$ cat config.mk
export PLATFORM = sky130hd
export DESIGN_NAME = tmr_vote_controller
export DESIGN_NICKNAME = d
export VERILOG_FILES = /design/src/rtl/tmr_pkg.sv /design/src/rtl/tmr_lane_voter.sv /design/src/rtl/tmr_vote_controller.sv
export SDC_FILE = /design/constraint.sdc
export NUM_CORES = 1
export LEC_CHECK = 0
export CORE_AREA = 2 2 61 63
export CTS_BUF_LIST = sky130_fd_sc_hd__clkbuf_4 sky130_fd_sc_hd__clkbuf_8
export DETAILED_ROUTE_END_ITERATION = 16
export DIE_AREA = 0 0 63 65
export PLACE_DENSITY_LB_ADDON = 0.05
export SLEW_MARGIN = 40
export SYNTH_ARGS = -nofsm -noshare
export SYNTH_HDL_FRONTEND = slang
export SYNTH_SLANG_ARGS = --single-unit
$ cat constraint.sdc
create_clock -name clk -period 2.9 [get_ports clk]
set_input_delay 0.58 -clock clk [delete_from_list [all_inputs] [get_ports clk]]
set_output_delay 0.58 -clock clk [all_outputs]
set_load 0.02 [all_outputs]
$ cat src/rtl/tmr_pkg.sv
// tmr_pkg: shared definitions for the TMR vote controller slice.
//   state_t     - controller FSM states
//   FID_*       - fault_id encoding (0 none, 1..3 replica number)
//   ERRCNT_MAX  - saturation value of err_count
//   CNT_W       - width of the per-replica consecutive-outvote counters
package tmr_pkg;

    typedef enum logic [1:0] {
        IDLE   = 2'd0,
        EVAL   = 2'd1,
        RESYNC = 2'd2,
        FATAL  = 2'd3
    } state_t;

    localparam logic [1:0] FID_NONE = 2'd0;
    localparam logic [1:0] FID_R1   = 2'd1;
    localparam logic [1:0] FID_R2   = 2'd2;
    localparam logic [1:0] FID_R3   = 2'd3;

    localparam logic [7:0] ERRCNT_MAX = 8'd255;

    localparam int CNT_W = 4;

endpackage

$ cat src/rtl/tmr_lane_voter.sv
// tmr_lane_voter: combinational 2-of-3 majority voter.
//   a, b, c   in  WIDTH  replica values 1, 2, 3
//   voted     out WIDTH  majority value (0 when all three differ)
//   disagree  out 1      all three replicas differ
//   fault_id  out 2      replica outvoted by the other two (FID_NONE if none)
module tmr_lane_voter
    import tmr_pkg::*;
#(
    parameter int WIDTH = 2
) (
    input  logic [WIDTH-1:0] a,
    input  logic [WIDTH-1:0] b,
    input  logic [WIDTH-1:0] c,
    output logic [WIDTH-1:0] voted,
    output logic             disagree,
    output logic [1:0]       fault_id
);

    always_comb begin
        // NOTE: every output gets a default first so no path through the
        // if-chain leaves one unassigned (which would infer a latch).
        voted    = '0;
        disagree = 1'b0;
        fault_id = FID_NONE;
        if (a == b && b == c) begin
            voted = a;
        end else if (a == b) begin
            voted    = a;
            fault_id = FID_R3;
        end else if (a == c) begin
            voted    = a;
            fault_id = FID_R2;
        end else if (b == c) begin
            voted    = b;
            fault_id = FID_R1;
        end else begin
            disagree = 1'b1;
        end
    end

endmodule

$ cat src/rtl/tmr_vote_controller.sv
// tmr_vote_controller: sequencing and fault management around a TMR voter.
// Accepts one replica triple per valid/ready handshake, votes on it for one
// cycle, registers the result, tracks consecutive outvotes per replica and
// requests a resync of a replica that is outvoted FAULT_LIMIT times in a row.
//
// Ports:
//   clk, rst       clock (rising edge), asynchronous active-high reset
//   sample_valid   in   triple on in1/in2/in3 is valid
//   sample_ready   out  controller can accept a triple (IDLE only)
//   in1..in3       in   replica values
//   out            out  registered voted value, held between pulses
//   out_valid      out  one-cycle pulse: out/error/fault_id are fresh
//   error          out  one-cycle pulse with out_valid on triple disagreement
//   fault_id       out  replica outvoted in the last sample (0 none)
//   resync_req     out  resync request, high while in RESYNC
//   resync_id      out  replica being resynced (1..3)
//   resync_data    out  voted value to load into that replica
//   resync_ack     in   resync completed (only looked at in RESYNC)
//   err_count      out  saturating count of samples with any disagreement
//   fatal          out  sticky unrecoverable flag
//
// Build option: define TMR_STICKY_FATAL_EN to lock the controller in FATAL
// on a triple disagreement; without it fatal is tied to 0.
module tmr_vote_controller
    import tmr_pkg::*;
#(
    parameter int WIDTH       = 2,
    parameter int FAULT_LIMIT = 3
) (
    input  logic             clk,
    input  logic             rst,
    input  logic             sample_valid,
    output logic             sample_ready,
    input  logic [WIDTH-1:0] in1,
    input  logic [WIDTH-1:0] in2,
    input  logic [WIDTH-1:0] in3,
    output logic [WIDTH-1:0] out,
    output logic             out_valid,
    output logic             error,
    output logic [1:0]       fault_id,
    output logic             resync_req,
    output logic [1:0]       resync_id,
    output logic [WIDTH-1:0] resync_data,
    input  logic             resync_ack,
    output logic [7:0]       err_count,
    output logic             fatal
);

    localparam logic [CNT_W-1:0] LIMIT = CNT_W'(FAULT_LIMIT);

    state_t             state, state_next;
    logic [WIDTH-1:0]   cap1, cap2, cap3;
    logic [CNT_W-1:0]   cnt      [3];
    logic [CNT_W-1:0]   cnt_next [3];
    logic               hit;

    logic [WIDTH-1:0]   v_out;
    logic               v_err;
    logic [1:0]         v_fid;

    tmr_lane_voter #(.WIDTH(WIDTH)) u_voter (
        .a        (cap1),
        .b        (cap2),
        .c        (cap3),
        .voted    (v_out),
        .disagree (v_err),
        .fault_id (v_fid)
    );

    assign sample_ready = (state == IDLE);
    assign resync_req   = (state == RESYNC);
`ifdef TMR_STICKY_FATAL_EN
    assign fatal        = (state == FATAL);
`else
    assign fatal        = 1'b0;
`endif

    always_comb begin
        state_next = state;
        cnt_next   = cnt;
        hit        = 1'b0;
        case (state)
            IDLE: begin
                if (sample_valid) state_next = EVAL;
            end
            EVAL: begin
                // A triple disagreement leaves all counters untouched; otherwise
                // the odd replica counts up and every agreeing replica clears.
                if (!v_err) begin
                    for (int i = 0; i < 3; i++) begin
                        if (v_fid == 2'(i + 1)) begin
                            cnt_next[i] = (cnt[i] >= LIMIT) ? LIMIT : cnt[i] + 1'b1;
                            if (cnt_next[i] == LIMIT) hit = 1'b1;
                        end else begin
                            cnt_next[i] = '0;
                        end
                    end
                end
                if (hit) begin
                    state_next = RESYNC;
                end else if (v_err) begin
`ifdef TMR_STICKY_FATAL_EN
                    state_next = FATAL;
`else
                    state_next = IDLE;
`endif
                end else begin
                    state_next = IDLE;
                end
            end
            RESYNC: begin
                if (resync_ack) begin
                    for (int i = 0; i < 3; i++) begin
                        if (resync_id == 2'(i + 1)) cnt_next[i] = '0;
                    end
                    state_next = IDLE;
                end
            end
            FATAL: begin
                state_next = FATAL;
            end
            default: state_next = IDLE;
        endcase
    end

    always_ff @(posedge clk or posedge rst) begin
        if (rst) begin
            // NOTE: the counter array is only three small registers, so it is
            // reset together with the rest of the state rather than left
            // uninitialised like a RAM would be.
            state       <= IDLE;
            cnt         <= '{default: '0};
            cap1        <= '0;
            cap2        <= '0;
            cap3        <= '0;
            out         <= '0;
            out_valid   <= 1'b0;
            error       <= 1'b0;
            fault_id    <= FID_NONE;
            resync_id   <= FID_NONE;
            resync_data <= '0;
            err_count   <= '0;
        end else begin
            // NOTE: non-blocking assignments so every register samples the
            // pre-edge values, independent of statement order.
            state     <= state_next;
            cnt       <= cnt_next;
            out_valid <= (state == EVAL);
            error     <= (state == EVAL) && v_err;
            if (state == IDLE && sample_valid) begin
                cap1 <= in1;
                cap2 <= in2;
                cap3 <= in3;
            end
            if (state == EVAL) begin
                out      <= v_out;
                fault_id <= v_fid;
                if ((v_fid != FID_NONE || v_err) && err_count != ERRCNT_MAX)
                    err_count <= err_count + 8'd1;
                if (hit) begin
                    resync_id   <= v_fid;
                    resync_data <= v_out;
                end
            end
        end
    end

endmodule

== Word-level counts from Yosys, hierarchy flattened ==
Index checks and enable logic that the tools add are counted.

* Flip-flop bits (word level): 38
* Input bits: 10
* Output and inout bits: 21

* Add/sub/neg operators: 4
* Magnitude comparators: 3
* Equality and inequality tests: 22
* Mux-type cells: 37
* Reductions and logical operators: 14

{| class="wikitable"
|+ Operators with widths
! cell !! count
|-
| 2-to-1 mux 4 bit || 9
|-
| 2-to-1 mux 12 bit || 2
|-
| one-hot mux 12 bit (2 select lines) || 1
|-
| 2-to-1 mux 2 bit || 10
|-
| 2-to-1 mux 1 bit || 14
|-
| adder 4 x 1 -> 4 bit, second input constant || 3
|-
| == test 2 bit, second input constant || 6
|-
| == test 4 x 2 -> 1 bit, second input constant || 3
|-
| >= comparator 4 x 2 -> 1 bit, second input constant || 3
|-
| AND reduction 4 bit || 3
|-
| adder 8 x 1 -> 8 bit, second input constant || 1
|-
| inequality test 2 x 1 -> 1 bit, second input constant || 4
|-
| inequality test 8 bit, second input constant || 1
|-
| one-hot mux 2 bit (4 select lines) || 1
|-
| == test 2 x 1 -> 1 bit, second input constant || 3
|-
| == test 2 bit || 3
|-
| AND reduction 2 bit || 3
|-
| logical AND 1 bit || 4
|-
| inequality test 2 bit, second input constant || 2
|-
| nonzero test 2 bit || 2
|-
| logical NOT 2 bit || 1
|-
| logical OR 1 bit || 1
|}

== Logic depth before layout (Yosys ltp) ==
* Depth in word-level cells: 15
* Mapped depth: 7
* Mapped depth without buffers: 7

== Hierarchy ==
A second synthesis with hierarchy kept.

* Cells, all modules: 168
* Area, all modules: 1961.9 um^2

{| class="wikitable"
|+ Modules (own cells, without submodules)
! module !! instances !! cells each !! area an instance (um^2) !! seq. area each (um^2)
|-
| tmr_vote_controller || 1 || 146 || 1811.7 || 950.9
|-
| tmr_lane_voter || 1 || 22 || 150.1 || 0.0
|}

== Worst setup path before layout ==
Ideal clock, no wire load.

* Path type: register to register
* From: reg state[1]
* To: reg err_count[1]
* Library setup time: 125 ps
* Data arrival time: 1731 ps
* Required time: 2775 ps
* Setup slack: 1044 ps
* Stages on the path, launching flop included: 7
* Clock period less this slack: 1856 ps
* Cell sequence: dfrtp_1 inv_1 ha_1 clkbuf_1 o41ai_1 a21oi_1 mux2_2

* Cells in the longest elaborated chain, start to end: 2

{| class="wikitable"
|+ Ends and longest elaborated chain
! what !! line !! text
|-
| start: declaration || tmr_vote_controller.sv:51 || <nowiki>state_t state, state_next;</nowiki>
|-
| start signal: assignment || tmr_vote_controller.sv:146 || <nowiki>state <= state_next;</nowiki>
|-
| == test 2 x 1 -> 1 bit || tmr_vote_controller.sv:155 || <nowiki>if (state == EVAL) begin</nowiki>
|-
| AND reduction 2 bit (no source line) || -- ||
|-
| end signal: assignment || tmr_vote_controller.sv:159 || <nowiki>err_count <= err_count + 8'd1;</nowiki>
|-
| end: declaration || tmr_vote_controller.sv:45 || <nowiki>output logic [7:0] err_count,</nowiki>
|}

No other way between the ends.
A chain may end at the register's enable or synchronous reset.

== Final worst setup path ==
* From: reg state[0]
* To: out resync_req

* Cells in the longest elaborated chain, start to end: 1

{| class="wikitable"
|+ Ends and longest elaborated chain
! what !! line !! text
|-
| == test 2 bit || tmr_vote_controller.sv:71 || <nowiki>assign resync_req = (state == RESYNC);</nowiki>
|-
| end: declaration || tmr_vote_controller.sv:41 || <nowiki>output logic resync_req,</nowiki>
|}

No other way between the ends.

==> flow_summary_export.csv <==
group,metric,value,unit
cts,numClockSinks,38,
timing,pin_slew_with_the_least_headroom_to_its_limit,0.518,ns
timing,hold_viol,0,
pwr,leakage,1.08,nW
timing,setup_repair_after_global_routing_missed_its_margin,"no",
cts,numCtsBuffers,5,
setup_path,critical_path_class,"reg -> out",
placed_design,finalWeightedCongestion,0.814,
timing,final.setup.tns,0,ns
route,dr.first_iter.drc_count,86,
worst_hold_path,hold_path_class,"reg -> reg",
cts,htreeDepth,2,
cts,clk_pin_slew_worst_paths,0.11,ns
pwr,power.share.sequential,30.7,%
floorplanning,die_width,63,um
route,dr_drc_count,0,
timing,timing.final.crit_share,81.1,%
global_routing,globalRoute.totalOverflow,0,
cts,clock_insertion_delay_worst_skew,0.35,ns
cells_and_area,antennaDiodeCount,0,
route,drt-total-wl,3.79,mm
cells_and_area,finalCoreUtilization,68.9,%
floorplanning,rows,22,
cts,post_cts.resized_instances,0,
timing,fin_crit,2.35,ns
placed_design,dp.final_hpwl,2.83,mm
placed_design,io_buffer_count,29,
pwr,netSwitchingPower,1.36,mW
cells_and_area,post_route_cells_drive_above_1_share,13.7,%
timing,maxSlewViolCount,0,
setup_path,timing.critical_path.required,2.32,ns
logic_synthesis,synthesis.area,2000,um2
pwr,internal-power,1.82,mW
setup_path,end_kind,"output pin",
cts,cts_hold_buf,0,
logic_synthesis,number_of_different_library_cells_in_the_post_synthesis_netlist,48,
floorplanning,io_pins,31,
logic_synthesis,synth-seq-area-share,47.5,%
worst_hold_path,worstHoldStart,"err_count[7]",
cells_and_area,area_growth_syn_to_layout,20.2,%
pwr,power.share.clock,14.7,%
floorplanning,die_area,4100,um2
global_routing,gr-usage-all-layers,21.3,%
logic_synthesis,synth-main-ff-cell,"dfrtp_1",
cts,tritoncts,"built",
route,final_antenna_net_count,0,
setup_path,timing.critical_path.from,"state[0]",
global_routing,grt_max_degree,39,
global_routing,grt_pass1_wl,6.68,mm
floorplanning,floorplan.core_area,3500,um2
logic_synthesis,postSynthCellCount,181,
timing,max_freq,425,MHz
timing,finalSetupViolCount,0,
cells_and_area,fillCellCount,293,
route,dr.pass1.iters,4,
logic_synthesis,yosysWarnings,0,
setup_path,r2r_start,"state[1]",
pwr,power_per_cell_area,1320,nW/um2
pwr,combinationalPowerShare,54.6,%
route,route.vias.total,1425,
timing,timing.max_slew.rel_slack,65.5,%
logic_synthesis,asyncSetResetFlopFracSynth,100,%
global_routing,antenna_found_initial,0,
setup_path,critPathArrivalTime,1.77,ns
cells_and_area,nets,229,
route,via_per_inst,5.48,
setup_path,cp_max_fo,7,
logic_synthesis,yosys_register_bits,38,
pwr,netSwitchingFraction,42.7,%
global_routing,grt_pass1_vias,1465,
logic_synthesis,syn_nets,199,
logic_synthesis,postSynthAreaPerCell,11.1,um2
logic_synthesis,synth_enable_flop_cells,0,
cts,clock_tree.root_cell,"clkbuf_4",
timing,clock_skew,0.0218,ns
route,routed_wire_length_per_instance,14.6,um
cts,post_cts_buffers,0,
cts,clk_path_buf_depth,2,
floorplanning,die_height,65,um
pwr,irDropWorstVdd,621,uV
floorplanning,starting_utilization_of_the_core_area,57.3,%
setup_path,kind_of_start_point_of_the_critical_path,"flop",
job,drv.max_cap_violation_count,0,
status,status,"finished, final reports clean",
cell usage after synthesis (2+ instances only):
cell | instances | share of area [%]
mux2_2 | 9 | 5.1
nor3_1 | 3 | 0.75
ha_1 | 8 | 5.0
buf_4 | 2 | 0.75
o32ai_1 | 2 | 0.87
nor2b_1 | 8 | 2.5
xor2_1 | 3 | 1.3
xnor2_1 | 9 | 3.9
o22ai_1 | 3 | 0.94
o21ai_1 | 2 | 0.50
a21oi_1 | 5 | 1.2
a32o_1 | 2 | 1.0
nor2_1 | 4 | 0.75
nor4_1 | 3 | 0.94
a22oi_1 | 2 | 0.75
nand4_1 | 2 | 0.62
nand2_1 | 8 | 1.5
inv_1 | 17 | 3.2
mux2_4 | 2 | 1.5
buf_6 | 4 | 2.2
and2_1 | 2 | 0.62
a21boi_0 | 3 | 1.1
nand3_1 | 7 | 1.7
dfrtp_1 | 38 | 47
and3_1 | 6 | 1.9
o21ai_0 | 5 | 1.2
worst max-delay path: stages, from the launching register on:
cell and delay (ns):
dfrtp_1 0.43, inv_1 0.10, ha_1 0.27, clkdlybuf4s50_1 0.65
layout by cell type, fill, tap and decap left out, types with 6 or more instances in the layout:
cell type	instances
inv_1	17
dfrtp_1	38
and3_1	6
ha_1	8
clkdlybuf4s50_1	29
mux2_2	9
nor2b_1	8
nand3_1	7
nand2_1	8
xnor2_1	9
per-layer routing:
layer | share of wire [%] | vias up | track usage [%]
met3 | 4.1 | 4 | 5.73
met1 | 45 | 692 | 26.1
met5 | 0 | - | 0
met4 | 1.2 | 0 | 7.50
li1 | - | 694 | -
met2 | 50 | 35 | 36.2
area by class of cell:
cell class	count	area, um2	area share (%)
Multi-Input combinational cell	119	925	38.4
Inverter	17	63.8	2.65
Timing Repair Buffer	30	298	12.4
Clock buffer	6	51.3	2.13
Tap cell	48	60.1	2.49
Sequential cell	38	951	39.5
Clock inverter	2	60.1	2.49
flip-flops by register name, summed over array words and instances, names as in the netlist:
register,count
cnt,12
state,2
error,1
err_count,8
cap1,2
out_valid,1
out,2
cap2,2
resync_data,2
cap3,2
fault_id,2
resync_id,2
per-stage QoR:
stage	std cells	hold WS, ns	setup WS [ns]	power [mW]	cell area (um2)
after floorplan	181	0.488	1.04	2.25	2000
after global placement	252	0.481	0.840	2.65	2300
after detailed placement	252	0.482	0.827	2.73	2300
after CTS	260	0.497	0.525	3.20	2410
after global routing	260	0.535	0.447	3.43	2410
final	260	0.492	0.549	3.18	2410
final timing paths:
kind	depth (start not counted)	slack [ns]	to
max in group asynchronous	3	1.93	cap2[1]
worst min register to register	1	0.49	err_count[7]
worst max-delay path	3	0.55	resync_req
min in group asynchronous	3	0.62	cnt[2]
worst min-delay path	1	0.49	err_count[7]
worst max register to register	5	0.82	err_count[1]
power groups by stage:
stage          clock [mW]  combinational (mW)  sequential (mW)
4_1_cts             0.477                1.75            0.977
2_1_floorplan           0                1.23             1.01
5_1_grt             0.503                1.91             1.02
6_report            0.466                1.74            0.976
3_5_place_dp            0                1.74            0.983
3_3_place_gp            0                1.69            0.964
logic make-up after synthesis:
family | Yosys count | synth area share, %
AND/OR/NAND/NOR | 49 | 13.5
flip-flops | 38 | 47.5
AO/OA/AOI/OAI | 37 | 14.9
buffers and inverters | 24 | 6.37
XOR/XNOR | 13 | 6.06
multiplexers | 11 | 6.56
adder cells (fa/ha/maj) | 8 | 5.00
other | 1 | 0.187
(Power assumes the default switching activity.)
